`src/rtl/hex_batch_scheduler_if.sv`:
```
// hex_batch_scheduler_if: batch bus to the transform unit (xf_*) plus the one-hex-per-cycle stream to the rasterizer (out_*)
interface hex_batch_scheduler_if #(parameter int BATCH = 10);
  logic xf_valid_in;
  logic signed [15:0] xf_q [BATCH];
  logic signed [15:0] xf_r [BATCH];
  logic signed [15:0] xf_s [BATCH];
  logic xf_pointy_top;
  logic signed [31:0] xf_hex_size_q16;
  logic signed [31:0] xf_cam_x_q16;
  logic signed [31:0] xf_cam_y_q16;
  logic signed [31:0] xf_zoom_q16;
  logic xf_valid_out;
  logic signed [31:0] xf_x_q16 [BATCH];
  logic signed [31:0] xf_y_q16 [BATCH];
  logic out_valid;
  logic out_ready;
  logic signed [15:0] out_q;
  logic signed [15:0] out_r;
  logic signed [31:0] out_x_q16;
  logic signed [31:0] out_y_q16;
  logic out_last;
  modport master (
    output xf_valid_in, xf_q, xf_r, xf_s, xf_pointy_top, xf_hex_size_q16, xf_cam_x_q16, xf_cam_y_q16, xf_zoom_q16,
    output out_valid, out_q, out_r, out_x_q16, out_y_q16, out_last,
    input xf_valid_out, xf_x_q16, xf_y_q16, out_ready
  );
  modport slave (
    input xf_valid_in, xf_q, xf_r, xf_s, xf_pointy_top, xf_hex_size_q16, xf_cam_x_q16, xf_cam_y_q16, xf_zoom_q16,
    input out_valid, out_q, out_r, out_x_q16, out_y_q16, out_last,
    output xf_valid_out, xf_x_q16, xf_y_q16, out_ready
  );
endinterface

```
`src/rtl/hex_batch_scheduler.sv`:
```
// hex_batch_scheduler: raster-walks an axial region into BATCH-lane transform batches and drains results (ports: clk/reset, start+bounds+cfg in, busy/done/hex_count out, bus = xf_* batch bus and out_* stream)
module hex_batch_scheduler #(
  parameter int BATCH = 10,
  parameter int CNT_W = 32
) (
  input  logic clk,
  input  logic reset,
  input  logic start,
  input  logic signed [15:0] q_min,
  input  logic signed [15:0] q_max,
  input  logic signed [15:0] r_min,
  input  logic signed [15:0] r_max,
  input  logic cfg_pointy_top,
  input  logic signed [31:0] cfg_hex_size_q16,
  input  logic signed [31:0] cfg_cam_x_q16,
  input  logic signed [31:0] cfg_cam_y_q16,
  input  logic signed [31:0] cfg_zoom_q16,
  output logic busy,
  output logic done,
  output logic [CNT_W-1:0] hex_count,
  hex_batch_scheduler_if.master bus
);
  localparam int NW = $clog2(BATCH + 1);
  localparam logic [2:0] IDLE = 3'd0, FILL = 3'd1, ISSUE = 3'd2, WAIT = 3'd3, DRAIN = 3'd4, FIN = 3'd5;
  logic [2:0] state;
  logic signed [15:0] lo_q, hi_q, hi_r, cur_q, cur_r;
  logic [NW-1:0] n, k;
  logic exhausted, region_end, batch_end;
  logic [16:0] s_wide;
  logic signed [15:0] lane_q [BATCH];
  logic signed [15:0] lane_r [BATCH];
  logic signed [15:0] lane_s [BATCH];
  logic signed [31:0] lane_x [BATCH];
  logic signed [31:0] lane_y [BATCH];
  logic pointy;
  logic signed [31:0] size, cam_x, cam_y, zoom;
  assign region_end = cur_q == hi_q && cur_r == hi_r;
  assign batch_end = region_end || n == NW'(BATCH - 1);
  assign s_wide = -{cur_q[15], cur_q} - {cur_r[15], cur_r};
  assign busy = state != IDLE;
  assign done = state == FIN;
  assign bus.xf_valid_in = state == ISSUE;
  assign bus.xf_q = lane_q;
  assign bus.xf_r = lane_r;
  assign bus.xf_s = lane_s;
  assign bus.xf_pointy_top = pointy;
  assign bus.xf_hex_size_q16 = size;
  assign bus.xf_cam_x_q16 = cam_x;
  assign bus.xf_cam_y_q16 = cam_y;
  assign bus.xf_zoom_q16 = zoom;
  assign bus.out_valid = state == DRAIN;
  assign bus.out_q = lane_q[k];
  assign bus.out_r = lane_r[k];
  assign bus.out_x_q16 = lane_x[k];
  assign bus.out_y_q16 = lane_y[k];
  assign bus.out_last = state == DRAIN && exhausted && k == n - NW'(1);
  always_ff @(posedge clk) begin
    if (reset) begin
      state <= IDLE;
      lo_q <= '0;
      hi_q <= '0;
      hi_r <= '0;
      cur_q <= '0;
      cur_r <= '0;
      n <= '0;
      k <= '0;
      exhausted <= 1'b0;
      hex_count <= '0;
      pointy <= 1'b0;
      size <= '0;
      cam_x <= '0;
      cam_y <= '0;
      zoom <= '0;
      for (int i = 0; i < BATCH; i++) begin
        lane_q[i] <= '0;
        lane_r[i] <= '0;
        lane_s[i] <= '0;
        lane_x[i] <= '0;
        lane_y[i] <= '0;
      end
    end else begin
      case (state)
        IDLE: if (start) begin
          lo_q <= q_min;
          hi_q <= q_max;
          hi_r <= r_max;
          cur_q <= q_min;
          cur_r <= r_min;
          n <= '0;
          k <= '0;
          exhausted <= 1'b0;
          hex_count <= '0;
          pointy <= cfg_pointy_top;
          size <= cfg_hex_size_q16;
          cam_x <= cfg_cam_x_q16;
          cam_y <= cfg_cam_y_q16;
          zoom <= cfg_zoom_q16;
          state <= (q_min > q_max || r_min > r_max) ? FIN : FILL;
        end
        FILL: begin
          // lane n gets the current hex; lanes above it are zeroed so a short final batch leaves them clear
          for (int i = 0; i < BATCH; i++)
            if (NW'(i) >= n) begin
              lane_q[i] <= NW'(i) == n ? cur_q : '0;
              lane_r[i] <= NW'(i) == n ? cur_r : '0;
              lane_s[i] <= NW'(i) == n ? s_wide[15:0] : '0;
            end
          n <= n + NW'(1);
          // at the last hex nothing advances, so bounds at +32767 never overflow
          cur_q <= region_end ? cur_q : cur_q == hi_q ? lo_q : cur_q + 16'sd1;
          cur_r <= !region_end && cur_q == hi_q ? cur_r + 16'sd1 : cur_r;
          exhausted <= region_end;
          state <= batch_end ? ISSUE : FILL;
        end
        ISSUE: state <= WAIT;
        WAIT: if (bus.xf_valid_out) begin
          for (int i = 0; i < BATCH; i++) begin
            lane_x[i] <= NW'(i) < n ? bus.xf_x_q16[i] : '0;
            lane_y[i] <= NW'(i) < n ? bus.xf_y_q16[i] : '0;
          end
          k <= '0;
          state <= DRAIN;
        end
        DRAIN: if (bus.out_ready) begin
          hex_count <= hex_count + CNT_W'(1);
          k <= k == n - NW'(1) ? '0 : k + NW'(1);
          n <= k == n - NW'(1) ? '0 : n;
          state <= k != n - NW'(1) ? DRAIN : exhausted ? FIN : FILL;
        end
        FIN: state <= IDLE;
        default: state <= IDLE;
      endcase
    end
  end
endmodule

```
`src/flat_wrapper.sv`:
```
// flat-port wrapper written by rule: the top's interface ports become plain ports
module hex_batch_scheduler_flat 
#(
  parameter int BATCH = 10,
  parameter int CNT_W = 32
)
  (clk, reset, start, q_min, q_max, r_min, r_max, cfg_pointy_top, cfg_hex_size_q16, cfg_cam_x_q16, cfg_cam_y_q16, cfg_zoom_q16, busy, done, hex_count, bus_xf_valid_in, bus_xf_q, bus_xf_r, bus_xf_s, bus_xf_pointy_top, bus_xf_hex_size_q16, bus_xf_cam_x_q16, bus_xf_cam_y_q16, bus_xf_zoom_q16, bus_out_valid, bus_out_q, bus_out_r, bus_out_x_q16, bus_out_y_q16, bus_out_last, bus_xf_valid_out, bus_xf_x_q16, bus_xf_y_q16, bus_out_ready);
  hex_batch_scheduler_if #(.BATCH(BATCH)) bus_i ();
  input  logic clk;
  input  logic reset;
  input  logic start;
  input  logic signed [15:0] q_min;
  input  logic signed [15:0] q_max;
  input  logic signed [15:0] r_min;
  input  logic signed [15:0] r_max;
  input  logic cfg_pointy_top;
  input  logic signed [31:0] cfg_hex_size_q16;
  input  logic signed [31:0] cfg_cam_x_q16;
  input  logic signed [31:0] cfg_cam_y_q16;
  input  logic signed [31:0] cfg_zoom_q16;
  output logic busy;
  output logic done;
  output logic [CNT_W-1:0] hex_count;
  output wire logic [$bits(bus_i.xf_valid_in)-1:0] bus_xf_valid_in;
  output wire logic [$bits(bus_i.xf_q)-1:0] bus_xf_q;
  output wire logic [$bits(bus_i.xf_r)-1:0] bus_xf_r;
  output wire logic [$bits(bus_i.xf_s)-1:0] bus_xf_s;
  output wire logic [$bits(bus_i.xf_pointy_top)-1:0] bus_xf_pointy_top;
  output wire logic [$bits(bus_i.xf_hex_size_q16)-1:0] bus_xf_hex_size_q16;
  output wire logic [$bits(bus_i.xf_cam_x_q16)-1:0] bus_xf_cam_x_q16;
  output wire logic [$bits(bus_i.xf_cam_y_q16)-1:0] bus_xf_cam_y_q16;
  output wire logic [$bits(bus_i.xf_zoom_q16)-1:0] bus_xf_zoom_q16;
  output wire logic [$bits(bus_i.out_valid)-1:0] bus_out_valid;
  output wire logic [$bits(bus_i.out_q)-1:0] bus_out_q;
  output wire logic [$bits(bus_i.out_r)-1:0] bus_out_r;
  output wire logic [$bits(bus_i.out_x_q16)-1:0] bus_out_x_q16;
  output wire logic [$bits(bus_i.out_y_q16)-1:0] bus_out_y_q16;
  output wire logic [$bits(bus_i.out_last)-1:0] bus_out_last;
  input wire logic [$bits(bus_i.xf_valid_out)-1:0] bus_xf_valid_out;
  input wire logic [$bits(bus_i.xf_x_q16)-1:0] bus_xf_x_q16;
  input wire logic [$bits(bus_i.xf_y_q16)-1:0] bus_xf_y_q16;
  input wire logic [$bits(bus_i.out_ready)-1:0] bus_out_ready;
  assign bus_xf_valid_in = bus_i.xf_valid_in;
  assign bus_xf_q = {>>{bus_i.xf_q}};
  assign bus_xf_r = {>>{bus_i.xf_r}};
  assign bus_xf_s = {>>{bus_i.xf_s}};
  assign bus_xf_pointy_top = bus_i.xf_pointy_top;
  assign bus_xf_hex_size_q16 = bus_i.xf_hex_size_q16;
  assign bus_xf_cam_x_q16 = bus_i.xf_cam_x_q16;
  assign bus_xf_cam_y_q16 = bus_i.xf_cam_y_q16;
  assign bus_xf_zoom_q16 = bus_i.xf_zoom_q16;
  assign bus_out_valid = bus_i.out_valid;
  assign bus_out_q = bus_i.out_q;
  assign bus_out_r = bus_i.out_r;
  assign bus_out_x_q16 = bus_i.out_x_q16;
  assign bus_out_y_q16 = bus_i.out_y_q16;
  assign bus_out_last = bus_i.out_last;
  assign bus_i.xf_valid_out = bus_xf_valid_out;
  assign bus_i.xf_x_q16 = {>>{bus_xf_x_q16}};
  assign bus_i.xf_y_q16 = {>>{bus_xf_y_q16}};
  assign bus_i.out_ready = bus_out_ready;
  hex_batch_scheduler #(.BATCH(BATCH), .CNT_W(CNT_W)) u_core (.clk(clk), .reset(reset), .start(start), .q_min(q_min), .q_max(q_max), .r_min(r_min), .r_max(r_max), .cfg_pointy_top(cfg_pointy_top), .cfg_hex_size_q16(cfg_hex_size_q16), .cfg_cam_x_q16(cfg_cam_x_q16), .cfg_cam_y_q16(cfg_cam_y_q16), .cfg_zoom_q16(cfg_zoom_q16), .busy(busy), .done(done), .hex_count(hex_count), .bus(bus_i));
endmodule
```
`config.mk`:
```
export PLATFORM = sky130hd
export DESIGN_NAME = hex_batch_scheduler_flat
export DESIGN_NICKNAME = d
export VERILOG_FILES = /design/src/rtl/hex_batch_scheduler_if.sv /design/src/rtl/hex_batch_scheduler.sv /design/src/flat_wrapper.sv
export SDC_FILE = /design/constraint.sdc
export NUM_CORES = 2
export LEC_CHECK = 0
export CORE_AREA = 4 4 613 615
export CTS_CLUSTER_SIZE = 14
export DETAILED_ROUTE_END_ITERATION = 16
export DIE_AREA = 0 0 617 619
export SYNTH_ARGS = -nofsm -noshare
export SYNTH_HDL_FRONTEND = slang
export SYNTH_SLANG_ARGS = --single-unit
```
`constraint.sdc`:
```
create_clock -name clk -period 21.2 [get_ports clk]
set_input_delay 3.18 -clock clk [delete_from_list [all_inputs] [get_ports clk]]
set_output_delay 3.18 -clock clk [all_outputs]
set_load 0.005 [all_outputs]
```
[After elaboration in Yosys (flattened, before gate mapping)]
Memories as Yosys holds them, arrays and structs flattened. A register that Yosys moved wholly into a read port is not among the register bits.
Index checks and enable logic that the tools add are counted.
Word-level totals
  register bits: 733
  ROM bits: 0
  latch bits: 0
  output and inout port bits: 742
  memories kept: 2
  logic and storage cells: 270
  RAM bits: 640
  input port bits: 838
Cells by class
  multiplexer cells: 114
  eq/ne operators: 25
  bitwise gates (word level): 21
  divide/modulo/power cells: 0
  shift-type cells: 0
  reductions and logical operators: 32
  order comparisons: 23
  $add $sub $neg: 8
  multipliers: 0
Memories
  u_core.lane_x: depth 10, bits a word 32, read ports 1, clocked after memory_dff 1, wr ports 10, line hex_batch_scheduler.sv:33  | logic signed [31:0] lane_x [BATCH];
  u_core.lane_y: depth 10, bits a word 32, read ports 1, clocked after memory_dff 1, wr ports 10, line hex_batch_scheduler.sv:34  | logic signed [31:0] lane_y [BATCH];
Operators with widths (number)
  two-way mux 32 bit: 42
  two-way mux 16 bit: 39
  binary-select mux 16 bit (select 4 bit): 2
  one-hot mux 16 bit (2 select lines): 2
  one-hot mux 32 bit (2 select lines): 1
  two-way mux 4 bit: 10
  adder 16 x 2 -> 16 bit (second input constant): 2
  adder 32 x 1 -> 32 bit (second input constant): 1
  equality test 16 bit: 2
  > comparator 16 bit: 2
  one-hot mux 4 bit (3 select lines): 2
  AND reduction 2 bit: 12
  OR 1 bit: 20
  two-way mux 3 bit: 6
  equality test 3 x 4 -> 1 bit (first input constant): 4
  greater-or-equal comparator 3 x 4 -> 1 bit (first input constant): 4
  less-than comparator 3 x 4 -> 1 bit (first input constant): 4
  negator 16 bit: 1
  subtractor 16 bit: 1
  one-hot mux 3 bit (5 select lines): 1
  AND reduction 3 bit: 4
  nonzero test 3 bit: 3
  adder 4 x 1 -> 4 bit (second input constant): 2
  equality test 2 x 4 -> 1 bit (first input constant): 2
  other kinds (29): 54

[Logic depth before layout (Yosys ltp)]
  depth after elaboration: 7
  mapped depth: 13
  gate-level depth less buffers: 11

[Worst setup path after synthesis]
OpenSTA, ideal clock, no wires.
  kind: in2reg
  start: input reset
  end: memory u_core.lane_x[0][0], enable pin
  data required time: 16659 ps
  path buffers: 3
  arrival: 14323 ps
  library setup time: 4541 ps
  stages: 5
  path slack: 2336 ps
  cells stage by stage: clkbuf_1 -> inv_1 -> clkbuf_1 -> buf_1 -> nand2_1
RTL lines
  start, declared: line flat_wrapper.sv:10  | input logic reset;
  end, declared: line hex_batch_scheduler.sv:33

==> metrics <==
first-pass GRT wire length=about 470,000 um; Routed wire per std cell=just under 30 um; Final GP Congestion=a little under 1; most frequent cells in the layout=clkdlybuf4s50_1, dfxtp_1, nand2_1, edfxtp_1, and2_1; synth top area cells=edfxtp_1, dfxtp_1, mux4_2; DP Wirelength=275,300 um; initial antenna violation count=approximately 160; Crit Path Category=reg -> out; H-tree depth=4; worst hold path type=reg -> reg; setup_tns=0 ns; largest net degree at the start of global routing=~180; largest family of logic cells by synthesized area=simple AND/OR/NAND/NOR gates; drt total wl=about 360,000 um; Reg clk slew, reported paths=0.06 ns; dominant synthesized flop cell=dfxtp_1; fill count=roughly 40,000; mux share of post-synthesis cell area=9.437%; critical-path maximum fanout=47; adder-cell area share of the yosys netlist=about 1.5%; Seq/Total Area, Yosys=a little under three fifths; crit end category=primary output; max-slew violations=0; Synth Area in XOR/XNOR=approximately 1.4%; Post-synth EDFFs=between 600 and 700; drc violations=0; maximum vdd drop=roughly 0.00022 V; ys async rst share=0%; pwr dens=~110 mW/mm^2; FP Rows=between 200 and 250; commonest non-fill, non-tap cell in the layout=clkdlybuf4s50_1; top cell type's share of synthesized area=between 30% and 40%; YS warnings=0; skew final=approximately 0.12 ns; Worst EP required=roughly 18 ns; nature of the critical path startpoint=register; io pins=roughly 1,600; clock tree buffer depth=4; worst skew pair latency=roughly 0.86 ns; die area=0.3819 sq mm; CTS sink cnt=~1,400; antenna-violating nets left=0; Pre-Repair DR Iteration Count=5; Critical Path AT=just over 6 ns; post-synth top area cell=edfxtp_1; Netlist Area Pre-Place=roughly 0.06 sq mm; area growth from synthesis to layout=45.25%; Max-Cap Viols=0; setup violators final=0; Cell variety after synth=between 70 and 80; Syn Nets=~6,400; final hold violation count=0; via count=52,250; Inserted Clock Buffers=around 170; DP Cell Count=11,690; layout cells sized above 1=under 10%; Starting Density=approximately 16%; CTS resizes=0; Die X=617 um; Worst Hold Depth=2; initial DRC count=~5,800; nets=about 7,800; Syn Area/Cell=~11 sq um; Synth Area in Compound Gates=10.26%; Register-to-Register Path Depth=6; worst hold slack=0.4514 ns; Congestion Overflow GR=0; Tmin final=just over 9 ns; CTS tree=built; Worst-Margin Slew=1.254 ns; # hold bufs at CTS=0; Post-Synth Simple-Gate Area=between 10% and 20%; CTS root buffer=clkbuf_16; Syn Inst Count=~5,500; Post-CTS Setup Inserts=0; status=finished, final reports clean; fmax=108.4 MHz; vias per cell=about 4.3; RSZ-0062 raised after global routing=no; Total GRT Usage=17.84%; Port Buffers=about 1,600; core box area=approximately 0.37 sq mm; Synth Register Bits=1,377; Worst R2R Setup Slack=15.48 ns; Pleak=about 0.030 uW; Worst slew margin=16.17%; die height=between 600 and 700 um; number of global-route vias before repair=between 50,000 and 60,000; Post-Layout Cell Count=12,080; Tcrit/Tclk final=between 40 and 50%
-- critical path, stage by stage, from the launching register on --
cell	delay [ns]
dfxtp_4	0.85
buf_4	0.74
buf_4	0.65
buf_4	0.83
mux4_2	0.36
nor2b_1	0.18
a211oi_1	0.09
a21oi_1	0.65
clkdlybuf4s50_1	0.64
-- layer usage --
layer / track usage [%] / up-vias / wire length [um]
li1: - / 22440 / -
met1: 19.17 / 26140 / 123400
met2: 32.61 / 2967 / 188500
met3: 3.973 / 697 / 28150
met4: 9.142 / 8 / 20170
met5: 0 / - / 49
-- Yosys cell counts (8+ instances only) --
cell type / n
a211oi_1: 83
a21o_1: 9
a21oi_1: 516
a22oi_1: 250
a311oi_1: 10
and2_1: 579
and3_1: 78
and4_1: 8
buf_1: 21
buf_2: 105
clkbuf_1: 352
dfxtp_1: 737
edfxtp_1: 640
ha_1: 69
inv_1: 74
mux2i_1: 134
mux4_2: 192
nand2_1: 690
nand3_1: 216
nand4_1: 29
nor2_1: 341
nor2b_1: 68
nor3_1: 21
o211ai_1: 13
o21ai_0: 42
o22ai_1: 33
o31ai_1: 12
xnor2_1: 48
xor2_1: 42
-- where the power goes --
| group | switching, uW | total, uW | internal (uW) |
|---|---|---|---|
| Sequential | 195 | 3120 | 2920 |
| Clock | 1260 | 2990 | 1730 |
| Combinational | 2190 | 3190 | 1000 |
-- sequential cells by signal (all words and copies together), names as in the netlist, named ones only --
register,cells
u_core.bus.xf_r,160
u_core.hi_r,16
u_core.state,3
u_core.bus.xf_zoom_q16,32
u_core.hi_q,16
u_core.bus.xf_cam_y_q16,32
u_core.lane_x,320
u_core.bus.xf_q,160
u_core.k,4
u_core.bus.xf_pointy_top,1
u_core.lane_y,320
u_core.cur_r,16
u_core.lo_q,16
u_core.cur_q,16
u_core.n,4
u_core.bus.xf_hex_size_q16,32
u_core.exhausted,1
u_core.bus.xf_cam_x_q16,32
u_core.hex_count,32
u_core.bus.xf_s,160
-- final cells by class --
cell class                      count  area (sq um)  area share, %
Sequential cell                  1377         34010          38.92
Multi-Input combinational cell   3576         24300          27.81
Timing Repair Buffer             1694         16760          19.18
Tap cell                         4972          6221          7.119
Clock buffer                      217          4658          5.331
Clock inverter                     86         945.9          1.083
Inverter                           74         277.8         0.3179
Antenna cell                       82         205.2         0.2348
-- cell families after synthesis --
kind of cell / after synthesis
AND/OR/NAND/NOR: 2081
buffers and inverters: 564
flip-flops: 1377
AO/OA/AOI/OAI: 1005
XOR/XNOR: 93
multiplexers: 327
adder cells (fa/ha/maj): 70
-- through the flow --
| step | utilization, % | cell area (sq um) | setup slack, ns | power, uW |
|---|---|---|---|---|
| after floorplan | - | 60160 | 2.336 | 4445 |
| after global placement | 22.00 | 81570 | 12.60 | 6474 |
| after detailed placement | 22.00 | 81570 | 12.56 | 6476 |
| after CTS | 23.51 | 87170 | 11.72 | 9487 |
| after global routing | 23.55 | 87330 | 11.51 | 9649 |
| final | 23.57 | 87380 | 11.97 | 9307 |
-- worst paths after layout --
kind / from / to
setup / recovery: register / bus_out_y_q16[14]
hold / removal: u_core.bus.xf_s[99]$_SDFFE_PP0P_ / u_core.bus.xf_s[99]$_SDFFE_PP0P_
setup reg to reg: u_core.state[1]$_SDFFE_PP0P_ / u_core.lane_y[2][18]$_SDFFCE_PP0P_
hold reg to reg: u_core.bus.xf_s[99]$_SDFFE_PP0P_ / u_core.bus.xf_s[99]$_SDFFE_PP0P_
Note: power is estimated with default switching activity, not from simulation.
